### src/rtl/arm_pkg.sv
// ============================================================================
// Module      : arm_pkg
// Description : Shared ARM core constants and types (register file geometry).
// Revision    : 1.0 - initial release
// ============================================================================
`default_nettype none

package arm_pkg;

    localparam int REG_ADDR_W = 4;
    localparam int NUM_REGS   = 16;
    localparam int SB_CNT_W   = 2;

    typedef logic [REG_ADDR_W-1:0] reg_addr_t;

endpackage

`default_nettype wire

### src/rtl/sb_counter.sv
// ============================================================================
// Module      : sb_counter
// Description : Pending-writer counter for one register; an increment and a
//               decrement in the same cycle cancel, and decrements stop at 0.
//               Optional macro SB_ERR_CHECK_EN adds underflow/overflow flags.
// Revision    : 1.0 - initial release
// ============================================================================
`default_nettype none

module sb_counter #(
    parameter int CNT_W = 2
) (
    input  logic clk,
    input  logic rst,
    input  logic i_inc,
    input  logic i_dec,
    output logic o_zero,
    output logic o_max
`ifdef SB_ERR_CHECK_EN
    ,
    output logic o_underflow,
    output logic o_overflow
`endif
);

    logic [CNT_W-1:0] r_cnt;
    logic             w_up;
    logic             w_dn;

    assign o_zero = (r_cnt == '0);
    assign o_max  = (r_cnt == {CNT_W{1'b1}});
    assign w_up   = i_inc & ~i_dec & ~o_max;
    assign w_dn   = i_dec & ~i_inc & ~o_zero;

    always_ff @(posedge clk or posedge rst) begin
        if (rst) begin
            r_cnt <= '0;
        end else if (w_up) begin
            r_cnt <= r_cnt + 1'b1;
        end else if (w_dn) begin
            r_cnt <= r_cnt - 1'b1;
        end
    end

`ifdef SB_ERR_CHECK_EN
    assign o_underflow = i_dec & ~i_inc & o_zero;
    assign o_overflow  = i_inc & ~i_dec & o_max;

    // The hazard logic blocks issue into a saturated register.
    a_no_inc_at_max: assert property (@(posedge clk) disable iff (rst) !o_overflow);
`endif

endmodule

`default_nettype wire

### src/rtl/reg_scoreboard.sv
// ============================================================================
// Module      : reg_scoreboard
// Description : Issue-side register scoreboard; stalls ID on pending writers.
//               Optional macro SB_ERR_CHECK_EN adds the sticky sb_err output.
// Revision    : 1.0 - initial release
// ============================================================================
`default_nettype none

module reg_scoreboard
    import arm_pkg::*;
#(
    parameter int NUM_REGS = arm_pkg::NUM_REGS,
    parameter int CNT_W    = arm_pkg::SB_CNT_W
) (
    input  logic                clk,
    input  logic                rst,
    input  logic                id_valid,
    input  logic                id_flush,
    input  arm_pkg::reg_addr_t  id_src1,
    input  arm_pkg::reg_addr_t  id_src2,
    input  logic                id_two_src,
    input  logic                id_wb_en,
    input  arm_pkg::reg_addr_t  id_dest,
    input  logic                wb_en,
    input  arm_pkg::reg_addr_t  wb_dest,
    output logic                stall,
    output logic                issue,
    output logic [NUM_REGS-1:0] busy_vec
`ifdef SB_ERR_CHECK_EN
    ,
    output logic                sb_err
`endif
);

    logic [NUM_REGS-1:0] w_zero;
    logic [NUM_REGS-1:0] w_max;
    logic [NUM_REGS-1:0] w_inc;
    logic [NUM_REGS-1:0] w_dec;
    logic                w_raw1;
    logic                w_raw2;
    logic                w_full;
    logic                w_hazard;
    logic                w_go;

`ifdef SB_ERR_CHECK_EN
    logic [NUM_REGS-1:0] w_underflow;
    logic [NUM_REGS-1:0] w_overflow;
    logic                r_sb_err;
`endif

    generate
        for (genvar r = 0; r < NUM_REGS; r++) begin : g_cnt
            assign w_inc[r] = issue & id_wb_en & (id_dest == REG_ADDR_W'(r));
            assign w_dec[r] = wb_en & (wb_dest == REG_ADDR_W'(r));

            sb_counter #(
                .CNT_W (CNT_W)
            ) u_cnt (
                .clk    (clk),
                .rst    (rst),
                .i_inc  (w_inc[r]),
                .i_dec  (w_dec[r]),
                .o_zero (w_zero[r]),
                .o_max  (w_max[r])
`ifdef SB_ERR_CHECK_EN
                ,
                .o_underflow (w_underflow[r]),
                .o_overflow  (w_overflow[r])
`endif
            );
        end
    endgenerate

    // Hazards use registered counts only: a same-cycle writeback is not bypassed.
    assign w_raw1   = ~w_zero[id_src1];
    assign w_raw2   = id_two_src & ~w_zero[id_src2];
    assign w_full   = id_wb_en & w_max[id_dest];
    assign w_hazard = w_raw1 | w_raw2 | w_full;
    assign w_go     = ~rst & id_valid & ~id_flush;

    assign stall    = w_go & w_hazard;
    assign issue    = w_go & ~w_hazard;
    assign busy_vec = ~w_zero;

`ifdef SB_ERR_CHECK_EN
    always_ff @(posedge clk or posedge rst) begin
        if (rst) begin
            r_sb_err <= 1'b0;
        end else if ((|w_underflow) | (|w_overflow)) begin
            r_sb_err <= 1'b1;
        end
    end

    assign sb_err = r_sb_err;
`endif

endmodule

`default_nettype wire
### config.mk
export PLATFORM = sky130hd
export DESIGN_NAME = reg_scoreboard
export DESIGN_NICKNAME = d
export VERILOG_FILES = /design/src/rtl/arm_pkg.sv /design/src/rtl/sb_counter.sv /design/src/rtl/reg_scoreboard.sv
export SDC_FILE = /design/constraint.sdc
export NUM_CORES = 1
export LEC_CHECK = 0
export CELL_PAD_IN_SITES_DETAIL_PLACEMENT = 0
export CELL_PAD_IN_SITES_GLOBAL_PLACEMENT = 1
export CORE_ASPECT_RATIO = 2
export CORE_MARGIN = 3
export CORE_UTILIZATION = 34
export DETAILED_ROUTE_END_ITERATION = 6
export GPL_ROUTABILITY_DRIVEN = 0
export PLACE_DENSITY = 0.8
export SYNTH_ARGS = -nofsm -noshare
export SYNTH_HDL_FRONTEND = slang
export SYNTH_HIERARCHICAL = 1
export SYNTH_SLANG_ARGS = --single-unit
### constraint.sdc
create_clock -name clk -period 2.3 [get_ports clk]
set_clock_uncertainty 0.2 [all_clocks]
set_input_delay 0.46 -clock clk [delete_from_list [all_inputs] [get_ports clk]]
set_output_delay 0.46 -clock clk [all_outputs]
set_load 0.05 [all_outputs]
Word level (Yosys, flattened, before mapping)

Cells that the tools add are included.

Flip-flop bits (word level): 32
Input port bits: 23
Word-level logic and storage cells: 344

Add/subtract/negate cells: 32
Order comparisons: 3
Equality and inequality tests: 46
Mux-type cells: 38
Bitwise operators: 175
Reductions and logical operators: 34

Operator list:

| operator              | number |
|---|---|
| $and A1 B1 Y1         | 103 |
| $not A1 Y1            | 69 |
| $eq A4 B4 Y1 const B  | 16 |
| $mux W2               | 32 |
| $add A2 B1 Y2 const B | 16 |
| $eq A2 B2 Y1 const B  | 16 |
| $eq A4 B3 Y1 const B  | 8 |
| $logic_not A2 Y1      | 16 |
| $reduce_bool A2 Y1    | 16 |
| $sub A2 B1 Y2 const B | 16 |
| $eq A4 B2 Y1 const B  | 4 |
| $not A16 Y16          | 1 |
| $lt A4 B5 Y1 const B  | 3 |
| $bmux W1 S4           | 3 |
| $eq A4 B1 Y1 const B  | 2 |
| $logic_not A4 Y1      | 2 |
| $mux W1               | 3 |
| $or A1 B1 Y1          | 2 |

Logic depth before layout (Yosys ltp)

Word-level depth: 16
Mapped depth: 10
Mapped depth without buffers: 9

Hierarchy

The synthesis kept the hierarchy.

Modules (own cells, without submodules):

| module         | times used | cells an instance | area each (µm²) | seq. area each (µm²) |
|---|---|---|---|---|
| sb_counter     | 16         | 15                | 128.9           | 50.0 |
| reg_scoreboard | 1          | 115               | 850.8           | 0.0 |

Worst setup path before layout

OpenSTA, ideal clock, no wires.

Kind: input to output
Start point: input id_src2[0]
End point: output issue
Arrival: 1731 ps
Data required time: 1640 ps
Path slack: -91 ps
Stages: 5
Buffers on the path: 0
Cells stage by stage: mux4_1 > mux2i_1 > o221ai_2 > nand4_4 > and2b_2

Longest elaborated chain between the ends: 8

RTL lines:

| what                          | RTL line             | source |
|---|---|---|
| start, declared               | reg_scoreboard.sv:20 | `input arm_pkg::reg_addr_t id_src2,` |
| $bmux W1 S4                   | reg_scoreboard.sv:76 | `assign w_raw2 = id_two_src & ~w_zero[id_src2];` |
| $mux W1 (not written as such) | reg_scoreboard.sv:76 |  |
| $not A1 Y1                    | reg_scoreboard.sv:76 |  |
| $and A1 B1 Y1                 | reg_scoreboard.sv:76 |  |
| $or A1 B1 Y1 (2 in series)    | reg_scoreboard.sv:78 | `assign w_hazard = w_raw1 \| w_raw2 \| w_full;` |
| $not A1 Y1                    | reg_scoreboard.sv:82 | `assign issue = w_go & ~w_hazard;` |
| $and A1 B1 Y1                 | reg_scoreboard.sv:82 |  |
| end, declared                 | reg_scoreboard.sv:27 | `output logic issue,` |

No other way between the ends. The select of a mux whose other input is x is not followed.

Worst setup path in the final report

Start point: register g_cnt[6].u_cnt.r_cnt[0]
End point: output issue

Longest elaborated chain between the ends: 9
Elaborated cells on any way between the ends: 16
Classes of those cells: 1 x eq/ne; 6 x mux; 8 x bitwise; 1 x reduce/logical

RTL lines:

| what                           | RTL line             | source |
|---|---|---|
| start, declared                | sb_counter.sv:26     | `logic [CNT_W-1:0] r_cnt;` |
| start signal, assigned         | sb_counter.sv:39     | `r_cnt <= r_cnt + 1'b1;` |
| start signal, assigned         | sb_counter.sv:41     | `r_cnt <= r_cnt - 1'b1;` |
| $logic_not A2 Y1 (*)           | sb_counter.sv:30     | `assign o_zero = (r_cnt == '0);` |
| via w_zero[6]                  | reg_scoreboard.sv:35 | `logic [NUM_REGS-1:0] w_zero;` |
| $bmux W1 S4                    | reg_scoreboard.sv:76 |  |
| $mux W1 (not written as such)  | reg_scoreboard.sv:76 |  |
| $not A1 Y1                     | reg_scoreboard.sv:76 |  |
| $and A1 B1 Y1                  | reg_scoreboard.sv:76 |  |
| $or A1 B1 Y1 (*) (2 in series) | reg_scoreboard.sv:78 |  |
| $not A1 Y1 (*)                 | reg_scoreboard.sv:82 |  |
| $and A1 B1 Y1 (*)              | reg_scoreboard.sv:82 |  |

Mark *: on every way through the listed nets, which the timed path passes. The rest lies on a longest branch. The select of a mux whose other input is x is not followed.

==> impl_metrics.yaml <==
layout:
  area_delta_synth_final_pct: 58.3
  reg_top3: "g_cnt.u_cnt/r_cnt x32"
  multi_input_area_um2: 2240
  largest-register: "g_cnt.u_cnt/r_cnt"
  largest_reg_flops: 32
  antenna_cells: 0
  fill_cells: 734
  seq_area_um2: 801
  layout.nets: 520
  drive_above_1_share: 0.480
place:
  place_ws_ps: -967
  port_buffers: 40
  dp_hpwl_mm: 6.85
pwr:
  comb_power_share: 0.388
  peakVddDrop_mv: 0.271
  p_leak_nw: 2.17
  switchingPower_w: 0.000719
  powerDensity_nw_per_um2: 460
  p_int_w: 0.00140
  seqPwrFrac: 0.296
  switching_share: 0.339
  clockPowerShare: 0.317
floorplanning:
  fp-row-count: 47
  die_area_um2: 9780
  coreArea_um2: 8290
  initial_utilization: 0.351
  die_w_um: 71.5
  io_pins: 41
  die_h_um: 137
worst_hold_path:
  min_path_type: "register to register"
yosys:
  synth_cells: 355
  yosysMostFrequentCell: "nor2_1"
  synth-seq-cells: 32
  yosys.area.top_type: "dfrtp_1"
  syn_avg_cell_area_um2: 8.21
  synth_fp_nets: 378
  yosysSeqAreaShare: 0.275
  synth_top_cells_by_area: "dfrtp_1 (27%), nor2_1 (8.0%), nand2b_1 (7.9%), nor3_2 (5.5%), mux4_1 (5.4%)"
  async_flop_share: 1.00
  ys_top_cells_by_count: "nor2_1 (62), nand2b_1 (37), dfrtp_1 (32), inv_1 (32)"
  netlist-cell-type-count: 35
  ys.flop_type: "dfrtp_1"
  syn-cell-area_um2: 2910
  synth_edf_count: 0
  synth_warnings: 6
  netlist.area_leader.share: 0.275
global_route:
  grt_pass1_wl_mm: 14.0
  grt_pass1_vias: 3116
  grt_usage: 0.187
  grt_max_degree: 17
  antenna_found_initial: 0
  grt-ovfl-total: 0
run_status:
  status: "complete, but fails checks"
  violations: "setup timing"
setup_path:
  crit_buf_inv: 1
  crit_path_top_delay_cell: "dfrtp_1"
  startpoint_type: "register"
  crit_type: "register to output port"
  slowest_delay_ps: 390
  path_delay_family: "simple AND/OR/NAND/NOR gates"
  end_kind: "output port"
  cp_max_fo: 3
  arrival_ps: 2020
  cp.required_ps: 1640
  crit_chain: "nor2_2, mux4_2, mux2i_1, mux2i_2, nand4_4, and2b_4, buf_12"
sta:
  timing.final.crit_share: 1.17
  slew_headroom: 0.505
  final.min_clock_period_ps: 2680
  drv_slew: 0
  worst_pin_slew_ps: 737
  fin_ws_ps: -382
  max_freq_mhz: 373
  hold_viol_final: 0
  rsz0062_at_grt: "yes"
  fin_setup_tns_ps: -8050
  setup_violations: 34
clock_tree:
  htree_num_levels: 2
  cts_tree: "done"
  root_buffer: "clkbuf_16"
  insertion_delay_ps: 280
  clk_pin_slew_ps: 50
  clkSinkCount: 32
  cts_hold_buf: 0
  numCtsBuffers: 5
  ctsLongestPathBuffers: 2
route:
  drt_pass1_iterations: 4
  antenna_left: 0
  via_per_inst: 5.11
  dr_total_vias: 3043
  drcViolationCount: 0
  dr.first_iter.drc_count: 116
  wl_per_cell_um: 15.0
  wl_mm: 8.91
flow_run:
  drv_cap: 0
## layout by cell type (no fill, tap or decap), types with 3 or more instances in the layout
cell type / n
buf_12: 4
nor4_4: 3
nor2_4: 9
and2_2: 16
nand2_1: 7
clkdlybuf4s50_1: 15
and3b_1: 16
buf_4: 110
mux2i_1: 10
dlygate4sd2_1: 6
nor2_1: 48
a21oi_1: 15
o21ai_1: 17
nor2b_2: 9
nor3_2: 19
dfrtp_1: 32
clkbuf_16: 5
nand2b_1: 35
nor3_4: 3
nor2_2: 5
nand3_1: 4
inv_1: 32
nand3b_1: 5
nor3_1: 8
nor2b_4: 8
mux4_2: 5
a21oi_2: 19
## repair_timing
action                                  CTS  global route
endpoints found under the setup margin   36            34
pin swaps                                 4             1
gates resized for setup                  70            27
gates cloned                              1             0
setup buffers                            11             2
## stage by stage
stage	hold WS, ps	instances	total power [W]	area, µm²	utilization
after floorplan	1.18	355	0.00104	2920	-
after global placement	338	580	0.00135	4080	0.492
after detailed placement	348	580	0.00137	4080	0.492
after CTS	367	594	0.00211	4480	0.540
after global routing	387	596	0.00222	4610	0.556
final	365	596	0.00212	4610	0.556
## logic make-up (layout without fill, tap and decap cells)
logic type      Yosys count  count (layout)  synth area share
simple gates            210             210             0.436
flops                    32              32             0.275
buf+inv                  37             180            0.0567
compound gates           55              55             0.121
mux                      21              21             0.112
## power groups by stage
stage	clock, W	sequential [W]	combinational, W
after global placement	0	0.000624	0.000729
after floorplan	0	0.000650	0.000390
after global routing	0.000717	0.000631	0.000872
after CTS	0.000687	0.000627	0.000792
after detailed placement	0	0.000626	0.000743
final	0.000672	0.000628	0.000823
## routing by layer
| layer | vias to the layer above | part of all wire | global-route usage | wire, µm |
|---|---|---|---|---|
| li1 | 1500 | - | - | - |
| met1 | 1450 | 0.35 | 0.174 | 3120 |
| met2 | 67 | 0.57 | 0.369 | 5120 |
| met3 | 26 | 0.033 | 0.0279 | 290 |
| met4 | 0 | 0.043 | 0.106 | 382 |
| met5 | - | 0 | 0 | 0 |
## worst register-to-register path, stage by stage (launching register included)
cell and delay [ps]:
dfrtp_1 390, nor2_2 220, mux4_2 260, mux2i_1 70
mux2i_2 220, nand4_4 160, buf_12 190, nor4_2 310
buf_4 180, and3b_1 180, nor3_2 130, a21oi_2 40
## worst paths after layout
kind / from / endpoint / slack [ps] / cells after the start
worst max-delay path: g_cnt[6].u_cnt/r_cnt[0]$_DFFE_PP0P_ / issue / -380 / 7
worst min-delay path: g_cnt[15].u_cnt/r_cnt[0]$_DFFE_PP0P_ / g_cnt[15].u_cnt/r_cnt[0]$_DFFE_PP0P_ / 370 / 2
worst max register to register: g_cnt[6].u_cnt/r_cnt[0]$_DFFE_PP0P_ / g_cnt[1].u_cnt/r_cnt[0]$_DFFE_PP0P_ / -370 / 11
worst min register to register: g_cnt[15].u_cnt/r_cnt[0]$_DFFE_PP0P_ / g_cnt[15].u_cnt/r_cnt[0]$_DFFE_PP0P_ / 370 / 2
max in group asynchronous: rst / g_cnt[0].u_cnt/r_cnt[0]$_DFFE_PP0P_ / 1300 / 3
min in group asynchronous: rst / g_cnt[9].u_cnt/r_cnt[1]$_DFFE_PP0P_ / 480 / 3
## final cells by class
| cell class | instances | area share |
|---|---|---|
| Clock buffer | 6 | 0.0301 |
| Tap cell | 98 | 0.0266 |
| Inverter | 32 | 0.0260 |
| Timing Repair Buffer | 140 | 0.255 |
| Multi-Input combinational cell | 286 | 0.487 |
| Clock inverter | 2 | 0.00217 |
| Sequential cell | 32 | 0.174 |
(Power assumes the default switching activity.)
